--- src/rtl/count_monitor_if.sv ---
// Bus between an up-counter (or its driver) and the count_monitor checker.
// The master side supplies the observed count and qualifiers; the slave side
// (the monitor) returns the wrap/error reporting and lock status.
interface count_monitor_if #(
  parameter int WIDTH  = 4,
  parameter int WRAP_W = 8
);
  logic [WIDTH-1:0]  count;
  logic              count_vld;
  logic              clr;
  logic              wrap_pulse;
  logic              err_pulse;
  logic [WRAP_W-1:0] wrap_cnt;
  logic [3:0]        err_cnt;
  logic              locked;
  logic [1:0]        state;

  modport master (
    output count, count_vld, clr,
    input  wrap_pulse, err_pulse, wrap_cnt, err_cnt, locked, state
  );

  modport slave (
    input  count, count_vld, clr,
    output wrap_pulse, err_pulse, wrap_cnt, err_cnt, locked, state
  );
endinterface

--- src/rtl/count_monitor.sv ---
// count_monitor: checks that an observed count advances by +1 per valid
// sample (wrapping max->0), reports wraps, sequence errors and lock status.
// Optional build macro COUNT_MONITOR_HOLD_ERR_EN: when defined, a repeated
// value in TRACK counts as an illegal transition instead of a benign stall.
//
// state  | meaning
// -------+--------------------------------------------------------------
// INIT   | waiting for first valid sample to seed the previous value
// TRACK  | locked; every valid sample is checked against prev+1
// FAULT  | ERR_LIMIT consecutive errors seen; waiting for count==0
module count_monitor #(
  parameter int WIDTH     = 4,
  parameter int WRAP_W    = 8,
  parameter int ERR_LIMIT = 3
) (
  input logic            i_clk,
  input logic            i_reset,
  count_monitor_if.slave bus
);

  typedef enum logic [1:0] {
    ST_INIT  = 2'b00,
    ST_TRACK = 2'b01,
    ST_FAULT = 2'b10
  } state_t;

  localparam logic [WIDTH-1:0]  LP_ONE       = {{(WIDTH-1){1'b0}}, 1'b1};
  localparam logic [WIDTH-1:0]  LP_MAX       = {WIDTH{1'b1}};
  localparam logic [WRAP_W-1:0] LP_WRAP_ONE  = {{(WRAP_W-1){1'b0}}, 1'b1};
  localparam logic [3:0]        LP_ERR_LIMIT = 4'(ERR_LIMIT);
`ifdef COUNT_MONITOR_HOLD_ERR_EN
  localparam logic              LP_HOLD_OK   = 1'b0;
`else
  localparam logic              LP_HOLD_OK   = 1'b1;
`endif

  state_t            r_state, w_state_nxt;
  logic [WIDTH-1:0]  r_prev, w_prev_nxt;
  logic [3:0]        r_consec, w_consec_nxt;
  logic [WRAP_W-1:0] r_wrap_cnt, w_wrap_cnt_nxt;
  logic [3:0]        r_err_cnt, w_err_cnt_nxt;
  logic              r_wrap_pulse, w_wrap_pulse_nxt;
  logic              r_err_pulse, w_err_pulse_nxt;
  logic              r_locked, w_locked_nxt;

  logic [WIDTH-1:0]  w_expected;
  logic [3:0]        w_consec_inc;
  logic              w_hold_benign;
  logic              w_at_max;

  assign w_expected    = r_prev + LP_ONE;
  assign w_consec_inc  = r_consec + 4'd1;
  assign w_hold_benign = (bus.count == r_prev) & LP_HOLD_OK;
  assign w_at_max      = (r_prev == LP_MAX);

  // State and statistics registers; reset wins over everything else.
  always_ff @(posedge i_clk) begin
    if (!i_reset) begin
      r_state      <= ST_INIT;
      r_prev       <= '0;
      r_consec     <= '0;
      r_wrap_cnt   <= '0;
      r_err_cnt    <= '0;
      r_wrap_pulse <= 1'b0;
      r_err_pulse  <= 1'b0;
      r_locked     <= 1'b0;
    end else begin
      r_state      <= w_state_nxt;
      r_prev       <= w_prev_nxt;
      r_consec     <= w_consec_nxt;
      r_wrap_cnt   <= w_wrap_cnt_nxt;
      r_err_cnt    <= w_err_cnt_nxt;
      r_wrap_pulse <= w_wrap_pulse_nxt;
      r_err_pulse  <= w_err_pulse_nxt;
      r_locked     <= w_locked_nxt;
    end
  end

  // Next-state and next-output decode for one sampling edge.
  always_comb begin
    w_state_nxt      = r_state;
    w_prev_nxt       = r_prev;
    w_consec_nxt     = r_consec;
    w_wrap_cnt_nxt   = r_wrap_cnt;
    w_err_cnt_nxt    = r_err_cnt;
    w_wrap_pulse_nxt = 1'b0;
    w_err_pulse_nxt  = 1'b0;

    if (bus.clr) begin
      // Soft clear discards the sample taken on the same edge.
      w_state_nxt    = ST_INIT;
      w_prev_nxt     = '0;
      w_consec_nxt   = '0;
      w_wrap_cnt_nxt = '0;
      w_err_cnt_nxt  = '0;
    end else if (bus.count_vld) begin
      w_prev_nxt = bus.count;
      case (r_state)
        ST_INIT: begin
          w_state_nxt = ST_TRACK;
        end
        ST_TRACK: begin
          if (w_hold_benign) begin
            w_consec_nxt = r_consec;
          end else if (bus.count == w_expected) begin
            w_consec_nxt = '0;
            if (w_at_max) begin
              w_wrap_pulse_nxt = 1'b1;
              if (r_wrap_cnt != {WRAP_W{1'b1}}) w_wrap_cnt_nxt = r_wrap_cnt + LP_WRAP_ONE;
            end
          end else begin
            w_err_pulse_nxt = 1'b1;
            w_consec_nxt    = w_consec_inc;
            if (r_err_cnt != 4'hF) w_err_cnt_nxt = r_err_cnt + 4'd1;
            if (w_consec_inc == LP_ERR_LIMIT) w_state_nxt = ST_FAULT;
          end
        end
        ST_FAULT: begin
          // Upstream counter restarting from zero re-establishes tracking.
          if (bus.count == '0) begin
            w_consec_nxt = '0;
            w_state_nxt  = ST_TRACK;
          end
        end
        default: begin
          w_state_nxt = ST_INIT;
        end
      endcase
    end

    w_locked_nxt = (w_state_nxt == ST_TRACK);
  end

  assign bus.wrap_pulse = r_wrap_pulse;
  assign bus.err_pulse  = r_err_pulse;
  assign bus.wrap_cnt   = r_wrap_cnt;
  assign bus.err_cnt    = r_err_cnt;
  assign bus.locked     = r_locked;
  assign bus.state      = r_state;

endmodule

--- src/flat_wrapper.sv ---
// flat-port wrapper written by rule: the top's interface ports become plain ports
module count_monitor_flat 
#(
  parameter int WIDTH     = 4,
  parameter int WRAP_W    = 8,
  parameter int ERR_LIMIT = 3
)
  (i_clk, i_reset, bus_count, bus_count_vld, bus_clr, bus_wrap_pulse, bus_err_pulse, bus_wrap_cnt, bus_err_cnt, bus_locked, bus_state);
  count_monitor_if #(.WIDTH(WIDTH), .WRAP_W(WRAP_W)) bus_i ();
  input logic i_clk;
  input logic i_reset;
  input wire logic [$bits(bus_i.count)-1:0] bus_count;
  input wire logic [$bits(bus_i.count_vld)-1:0] bus_count_vld;
  input wire logic [$bits(bus_i.clr)-1:0] bus_clr;
  output wire logic [$bits(bus_i.wrap_pulse)-1:0] bus_wrap_pulse;
  output wire logic [$bits(bus_i.err_pulse)-1:0] bus_err_pulse;
  output wire logic [$bits(bus_i.wrap_cnt)-1:0] bus_wrap_cnt;
  output wire logic [$bits(bus_i.err_cnt)-1:0] bus_err_cnt;
  output wire logic [$bits(bus_i.locked)-1:0] bus_locked;
  output wire logic [$bits(bus_i.state)-1:0] bus_state;
  assign bus_i.count = bus_count;
  assign bus_i.count_vld = bus_count_vld;
  assign bus_i.clr = bus_clr;
  assign bus_wrap_pulse = bus_i.wrap_pulse;
  assign bus_err_pulse = bus_i.err_pulse;
  assign bus_wrap_cnt = bus_i.wrap_cnt;
  assign bus_err_cnt = bus_i.err_cnt;
  assign bus_locked = bus_i.locked;
  assign bus_state = bus_i.state;
  count_monitor #(.WIDTH(WIDTH), .WRAP_W(WRAP_W), .ERR_LIMIT(ERR_LIMIT)) u_core (.i_clk(i_clk), .i_reset(i_reset), .bus(bus_i));
endmodule
--- config.mk ---
export PLATFORM = sky130hd
export DESIGN_NAME = count_monitor_flat
export DESIGN_NICKNAME = d
export VERILOG_FILES = /design/src/rtl/count_monitor_if.sv /design/src/rtl/count_monitor.sv /design/src/flat_wrapper.sv
export SDC_FILE = /design/constraint.sdc
export NUM_CORES = 1
export LEC_CHECK = 0
export ABC_AREA = 1
export CORE_MARGIN = 1.5
export CORE_UTILIZATION = 45
export CTS_CLUSTER_SIZE = 14
export DETAILED_ROUTE_END_ITERATION = 12
export DONT_BUFFER_PORTS = 1
export GPL_ROUTABILITY_DRIVEN = 1
export GPL_TIMING_DRIVEN = 0
export SYNTH_ARGS = -nofsm -noshare
export SYNTH_HDL_FRONTEND = slang
export SYNTH_SLANG_ARGS = --single-unit
--- constraint.sdc ---
create_clock -name i_clk -period 3 [get_ports i_clk]
set_input_delay 0.75 -clock i_clk [delete_from_list [all_inputs] [get_ports i_clk]]
set_output_delay 0.75 -clock i_clk [all_outputs]
set_load 0.05 [all_outputs]
==> metrics.txt <==
top cells by area, synth=dfxtp_1 34%, nand2_1 14%, ha_1 7.6%; part of the power in registers=62.0%; Min-Delay Path Class=in2reg; first-pass GRT wire length=5320 µm; DRC Markers=0; routed len/inst=11.7 µm; Synth top area share=33.7%; Area Overhead vs Synth=5.47%; Mean Syn Cell Area=7.01 µm²; post_cts resized=0; Gate Count Post-Synth=212; Port Buf Inserts=0; post-route ant nets=0; placer congestion estimate=0.886; clock skew=0.00179 ns; hpwl dp=2370 µm; layer with the highest usage=met2; status=finished, final reports clean; Startpoint Class=register; crit end category=register; # H-tree levels=1; global-route usage over all layers=19.5%; post-CTS setup buffers=0; # rows=20; diodes inserted=0; WHS Endpoint=u_core.bus.state[1]; Via density=5.02; Clock power frac=27.4%; Slew Limit Headroom=54.5%; Slew @ Worst Pin=0.681 ns; met2 Use GR=33.5%; max frequency=473 MHz; Syn Nets=229; met3 GRT Util=3.84%; worst hold path depth=1; Initial Util=47.9%; vias in the first global route=1258; total power=564 µW; Max Root-Sink Buffers=2; total congestion overflow=0; max_cap viols=0; first-iteration detailed-routing DRC count=120; met1 Track Usage GR=23.7%; r2r worst-path depth=8; Worst R2R Start=u_core.bus.state[1]; Ys Warns=0; top cells by count, synth=56 x nand2_1, 26 x inv_1, 25 x dfxtp_1; most common cell in the netlist=nand2_1; cell taking the most area after synthesis=dfxtp_1; Leak Pwr=0.000671 µW; Post-Syn Area=1490 µm²; synth unique cells=27; fraction of power spent switching nets=27.6%; sequential-to-total area share from yosys stat=33.7%; Logic pwr share=10.6%; max-slew violations=0; clock latency on the worst-skew pair=0.32 ns; non-filler cells, final=260; final hold viol count=0; Sink Count=25; VDD IR max=218 µV; Pwr Density=359 nW/µm²; Setup CP Type=reg2reg; Layout Nets=234; largest net degree at the start of global routing=14; hold_buf cts=0; Reg clk slew, reported paths=0.13 ns; Final Core Density=50.5%; unrepaired setup endpoints after global routing=false; DR vias=1305; Critical Path AT=2.39 ns; dpl cells=256; root buffer cell=clkbuf_4; Final TNS setup=0 ns; initial antenna violation count=0; layout cells sized above 1=8.80%; FFs w/ async S/R, synth=0%; critical path required time=3.27 ns; Die ar.=3660 µm²; CP max FO=6; Die Y=60.5 µm; Synth Flop Type=dfxtp_1; CTS tree=built; hold_sp=i_reset; final period utilization=70.5%; Period minus WS final=2.11 ns; slack of the worst reg-to-reg path=0.89 ns; NetSw=155 µW; Top Ports=25; setup violators final=0; core area=3100 µm²; die width=60.5 µm; worst r2r dst=u_core.r_consec[2]; Seq cells post-synth=25; EDFF count, synth=0; Fillers=340; P_int=408 µW; cts bufs inserted=3; DRT Wirelength=3030 µm; DRT Pass-1 Iters=5
## critical path: stages, from the launching register on
cell,delay [ns]
dfxtp_1,0.78
inv_1,0.19
ha_1,0.32
nand2_1,0.05
nor2_1,0.14
nand2_1,0.14
nor3_1,0.23
a22oi_1,0.11
nor2_1,0.09
## sequential cells by signal, indices dropped and copies added (netlist names)
register,cells
u_core.bus.locked,1
u_core.r_consec,4
u_core.bus.state,2
u_core.bus.wrap_cnt,8
u_core.bus.wrap_pulse,1
u_core.bus.err_cnt,4
u_core.bus.err_pulse,1
u_core.r_prev,4
## layout by cell type, fill, tap and decap left out
cell type,n
nand2_1,56
inv_1,26
dfxtp_1,25
a21oi_1,20
nand3_1,15
nor2_1,15
o21ai_0,9
ha_1,9
xnor2_1,6
nand2_2,4
nor2_2,3
xor2_1,3
nand4_1,3
clkbuf_1,3
clkbuf_4,3
inv_2,2
nor3_1,2
a22oi_1,2
nor3_4,1
clkinv_1,1
nor2_8,1
nor3_2,1
nand4_4,1
clkinv_4,1
nand3b_1,1
clkbuf_2,1
and2_1,1
a21oi_2,1
## per-stage QoR
step	setup WS [ns]	hold slack, ns	area (µm²)
global placement	0.959	0.506	1540
detailed placement	0.926	0.532	1540
global route	0.560	0.528	1570
finish	0.886	0.544	1570
CTS	0.897	0.534	1570
floorplan	1.13	0.485	1490
## area by class of cell
class	instances	area [µm²]	share of cell area, %
multi-input combinational	154	856	54.6
sequential	25	500	31.9
inverter	30	118	7.50
tap	44	55.1	3.51
clock buffer	4	26.3	1.68
buffer	3	12.5	0.798
## metal layers
metal	wire [µm]	share of wire [%]
met1	1390	46
met2	1450	48
met3	135	4.5
met4	55	1.8
met5	0	0
## worst max-delay path by stage
| stage | from | end | slack, ns | depth (start not counted) |
|---|---|---|---|---|
| 2_1_floorplan | u_core.bus.wrap_cnt[0] | u_core.bus.wrap_cnt[2] | 1.13 | 8 |
| 3_3_place_gp | u_core.bus.state[0] | u_core.r_consec[2] | 0.96 | 9 |
| 3_5_place_dp | u_core.bus.state[1] | u_core.r_consec[2] | 0.93 | 8 |
| 4_1_cts | u_core.bus.state[1] | u_core.r_consec[2] | 0.90 | 8 |
| 5_1_grt | u_core.bus.state[0] | u_core.r_consec[2] | 0.56 | 9 |
| 6_report | u_core.bus.state[1] | u_core.r_consec[2] | 0.89 | 8 |
## cells by family after synthesis
kind of cell / synth area share (%)
AO/OA/AOI/OAI: 11.4
XOR/XNOR: 5.30
adder cells (fa/ha/maj): 7.58
buffers and inverters: 8.75
flip-flops: 33.7
AND/OR/NAND/NOR: 33.3
## power by group through the flow
stage / registers, µW / logic [µW] / clock network (µW)
global placement: 356 / 58.0 / 0
finish: 349 / 60.0 / 154
detailed placement: 357 / 59.9 / 0
CTS: 349 / 60.3 / 163
floorplan: 355 / 49.4 / 0
global route: 351 / 69.4 / 179
(Power assumes the default switching activity.)
